`src/rtl/wisard_addr_gen.sv`:
```
// Serialises one pre-permuted WiSARD input sample into per-RAM address fields,
// one address per clock, framed by sop/eop, with no backpressure downstream.
module wisard_addr_gen #(
  parameter  int ADDRESS_WIDTH = 5,
  parameter  int N_RAMS        = 8,
  localparam int IN_WIDTH      = ADDRESS_WIDTH * N_RAMS,
  localparam int IDX_WIDTH     = (N_RAMS > 1) ? $clog2(N_RAMS) : 1
) (
  input  logic                     clk,
  input  logic                     rst,
  input  logic                     clear,
  input  logic                     in_valid,
  output logic                     in_ready,
  input  logic [IN_WIDTH-1:0]      in_data,
  output logic                     sop,
  output logic                     eop,
  output logic                     sink_valid,
  output logic [ADDRESS_WIDTH-1:0] addr,
  output logic [IDX_WIDTH-1:0]     ram_idx
);

  localparam logic [IDX_WIDTH-1:0] LAST_IDX = IDX_WIDTH'(N_RAMS - 1);

  typedef enum logic {
    IDLE = 1'b0,
    EMIT = 1'b1
  } state_t;

  state_t                     state, state_nxt;
  logic [IN_WIDTH-1:0]        field_buf_p0, field_buf_nxt;
  logic [ADDRESS_WIDTH-1:0]   addr_nxt;
  logic [IDX_WIDTH-1:0]       idx_nxt, idx_inc;
  logic                       sop_nxt, eop_nxt;
  logic                       last, accept;

  assign sink_valid = (state == EMIT);
  assign last       = (ram_idx == LAST_IDX);
  // A new sample may land on the same edge the last address retires.
  assign in_ready   = !rst && !clear && (!sink_valid || last);
  assign accept     = in_valid && in_ready;
  assign idx_inc    = ram_idx + 1'b1;

  always_comb begin
    state_nxt     = state;
    field_buf_nxt = field_buf_p0;
    addr_nxt      = addr;
    idx_nxt       = ram_idx;
    sop_nxt       = 1'b0;
    eop_nxt       = 1'b0;
    if (clear) begin
      state_nxt     = IDLE;
      field_buf_nxt = '0;
      idx_nxt       = '0;
    end else if (accept) begin
      // Field 0 goes straight out; fields 1.. are parked, field 1 at the bottom.
      state_nxt     = EMIT;
      field_buf_nxt = in_data >> ADDRESS_WIDTH;
      addr_nxt      = in_data[ADDRESS_WIDTH-1:0];
      idx_nxt       = '0;
      sop_nxt       = 1'b1;
      eop_nxt       = (N_RAMS == 1);
    end else if (state == EMIT && !last) begin
      field_buf_nxt = field_buf_p0 >> ADDRESS_WIDTH;
      addr_nxt      = field_buf_p0[ADDRESS_WIDTH-1:0];
      idx_nxt       = idx_inc;
      eop_nxt       = (idx_inc == LAST_IDX);
    end else begin
      state_nxt = IDLE;
    end
  end

  always_ff @(posedge clk or posedge rst) begin
    if (rst) state <= IDLE;
    else     state <= state_nxt;
  end

  // Stage p0: serialiser registers driving the discriminator input buffer
  always_ff @(posedge clk or posedge rst) begin
    if (rst) begin
      field_buf_p0 <= '0;
      addr         <= '0;
      ram_idx      <= '0;
      sop          <= 1'b0;
      eop          <= 1'b0;
    end else begin
      field_buf_p0 <= field_buf_nxt;
      addr         <= addr_nxt;
      ram_idx      <= idx_nxt;
      sop          <= sop_nxt;
      eop          <= eop_nxt;
    end
  end

endmodule

```
`config.mk`:
```
export PLATFORM = sky130hd
export DESIGN_NAME = wisard_addr_gen
export DESIGN_NICKNAME = d
export VERILOG_FILES = /design/src/rtl/wisard_addr_gen.sv
export SDC_FILE = /design/constraint.sdc
export NUM_CORES = 1
export LEC_CHECK = 0
export BUFFER_PORTS_ARGS = -buffer_cell sky130_fd_sc_hd__buf_2
export CELL_PAD_IN_SITES_DETAIL_PLACEMENT = 2
export CELL_PAD_IN_SITES_GLOBAL_PLACEMENT = 2
export CORE_AREA = 2 2 74 91
export CTS_BUF_LIST = sky130_fd_sc_hd__clkbuf_4 sky130_fd_sc_hd__clkbuf_8 sky130_fd_sc_hd__clkbuf_16
export CTS_CLUSTER_SIZE = 25
export DETAILED_ROUTE_END_ITERATION = 10
export DIE_AREA = 0 0 76 93
export HOLD_SLACK_MARGIN = 0.03
export PLACE_DENSITY_LB_ADDON = 0.1
export SLEW_MARGIN = 15
export SYNTH_ARGS = -nofsm -noshare
export SYNTH_HDL_FRONTEND = slang
export SYNTH_SLANG_ARGS = --single-unit
```
`constraint.sdc`:
```
create_clock -name clk -period 2.99 [get_ports clk]
set_clock_uncertainty 0.1 [all_clocks]
set_input_delay 0.598 -clock clk [delete_from_list [all_inputs] [get_ports clk]]
set_output_delay 0.598 -clock clk [all_outputs]
set_load 0.02 [all_outputs]
```
==> out/qor.yml <==
run_status:
  status: "complete, no violations"
placed_design:
  place.port_buffers: 55
  hpwlAfterDp_um: 3800
  place_congestion: 0.763
  place_area_mm2: 0.00254
drt:
  drc: 0
  vias: 1590
  postRouteAntennaNets: 0
  wire_per_inst_um: 16.9
  wl_um: 5310
  drt_pass1_iterations: 4
  drtIter0Drc: 61
  avgViaCountPerCell: 5.06
global_route:
  grt_pass1_wl_um: 9050
  gr-total-overflow: 0
  grt_max_degree: 47
  track_usage: 0.164
  antenna_found_initial: 0
  first_global_vias: 1788
flow_run:
  drv_cap: 0
synth:
  post-synth-top-count-cell: "dfrtp_1"
  syn-cell-area_mm2: 0.00223
  synth_area_leaders: "dfrtp_1 (52%), mux2i_1 (13%), o2bb2ai_1 (12%)"
  synth_seq_cells: 46
  synth_edf_count: 0
  synthCells: 177
  netlist_top_cells_count: "dfrtp_1 (46), mux2i_1 (30), o2bb2ai_1 (30), nand2_1 (10)"
  synth_largest_area_cell: "dfrtp_1"
  synth_nets: 224
  synthFlopType: "dfrtp_1"
  async_reset_ff_frac: 1.00
  ys_types: 28
  syn_avg_cell_area_um2: 12.6
  synth_sequential_area_ratio: 0.516
  yosys_warnings: 0
  synth_top_area_share: 0.516
critical_path:
  cp_max_fo: 12
  cp.arrival_ns: 1.81
  startpoint_type: "flop"
  worstSetupPathType: "reg2out"
  endpoint_kind: "output pin"
  worstPathRequired_ns: 2.29
sta:
  tns_ns: 0
  rsz0062_at_grt: "false"
  finalHoldViolCount: 0
  setup_violations: 0
  slew_violations: 0
  fin_crit_sh: 0.838
  max_slew.worst_pin.slew_ns: 0.981
  relSlewSlack: 0.345
  fmax_ghz: 0.399
  period_minus_slack_ns: 2.51
floorplanning:
  dieHeight_um: 93
  io_pins: 56
  fp.coreArea_mm2: 0.00621
  rows: 32
  die_area_mm2: 0.00707
  initial_core_util: 0.359
  fp.dieW_um: 76
clocking:
  clock_latency_ns: 0.30
  cts-resized-gates: 0
  cts.sinks: 46
  htree_levels: 2
  clkTransAtPathRegs_ns: 0.08
  cts_hold_buffers: 0
  clk_path_buf_depth: 2
  post_cts_buffers: 0
  cts_buffers: 5
  cts_root_buffer: "clkbuf_8"
  cts_tree: "yes"
finish:
  fin_area_mm2: 0.00263
  antennaDiodeCount: 0
  fill_cells: 671
  syn2layout_area_growth_pct: 17.9
  drive_above_1_share: 0.349
  fin_nets: 275
  finalCoreUtilization: 0.424
pwr:
  vdd_drop_max_uv: 191
  power_density_mw_per_mm2: 492
  leakagePower_nw: 1.28
worst_hold_path:
  hp-class: "reg2reg"
registers in the layout, indices dropped and copies added, names as in the netlist:
register	flops
addr	5
eop	1
field_buf_p0	35
ram_idx	3
sink_valid	1
sop	1
final timing paths:
check | end | startpoint | depth (start not counted) | slack [ns]
max in group asynchronous | ram_idx[2] | rst | 2 | 1.73
worst min register to register | field_buf_p0[18] | field_buf_p0[23] | 1 | 0.39
worst min-delay path | field_buf_p0[18] | field_buf_p0[23] | 1 | 0.39
min in group asynchronous | field_buf_p0[0] | rst | 2 | 0.46
worst max-delay path | in_ready | ram_idx[1] | 6 | 0.48
worst max register to register | field_buf_p0[12] | ram_idx[0] | 6 | 0.84
through the flow:
step / hold slack, ns / total power, W / cells / worst slack [ns]
after global routing: 0.417 / 0.00137 / 314 / 0.327
final: 0.390 / 0.00130 / 314 / 0.484
after detailed placement: 0.375 / 0.000916 / 306 / 0.793
after global placement: 0.360 / 0.000905 / 306 / 0.887
after CTS: 0.395 / 0.00132 / 314 / 0.413
after floorplan: 0.355 / 0.000842 / 177 / 0.633
report_power, final:
| part | switching, W | leakage (nW) | total [W] | internal [W] |
|---|---|---|---|---|
| registers | 0.0000237 | 0.617 | 0.000684 | 0.000661 |
| logic | 0.000121 | 0.608 | 0.000211 | 0.0000902 |
| clock network | 0.000205 | 0.0517 | 0.000401 | 0.000196 |
| total | 0.000349 | 1.28 | 0.00130 | 0.000947 |
worst max-delay path, cell delays in order (launching register included):
cell and delay (ns):
dfrtp_1 0.42, ha_1 0.19, ha_1 0.27, nand2b_4 0.27, nand2b_2 0.08, nor2_1 0.11
buf_2 0.18
logic make-up (layout without fill, tap and decap cells):
logic type | after synthesis | in the layout | synth area share
AOI/OAI and AO/OA | 49 | 49 | 0.189
buffers and inverters | 22 | 74 | 0.0718
DFF | 46 | 46 | 0.516
and+or+nand+nor | 27 | 27 | 0.0718
adders and majority gates | 3 | 3 | 0.0168
muxes | 30 | 30 | 0.135
layout by cell type (no fill, tap or decap), types with 2 or more instances in the layout:
cell / count
nand2_1: 10
buf_12: 2
ha_1: 3
o2bb2ai_1: 30
nor2_1: 2
mux2i_1: 30
nor3b_1: 5
o22a_1: 5
a21oi_2: 5
nand2b_1: 2
a31oi_1: 5
clkbuf_8: 6
buf_4: 2
dfrtp_1: 46
inv_1: 6
buf_2: 55
per-layer routing:
metal	vias up	share of wire	global-route usage
li1	749	-	-
met1	792	0.43	0.201
met2	41	0.51	0.284
met3	8	0.047	0.0367
met4	0	0.015	0.0591
met5	-	0	0
area by class of cell:
class / count / area (um^2) / share of cell area
sequential: 46 / 1150 / 0.437
multi-input combinational: 109 / 922 / 0.350
timing repair buffer: 59 / 330 / 0.126
tap: 85 / 106 / 0.0404
clock buffer: 7 / 90.1 / 0.0342
inverter: 7 / 26.3 / 0.00999
clock inverter: 1 / 5.00 / 0.00190
(Power assumes the default switching activity.)
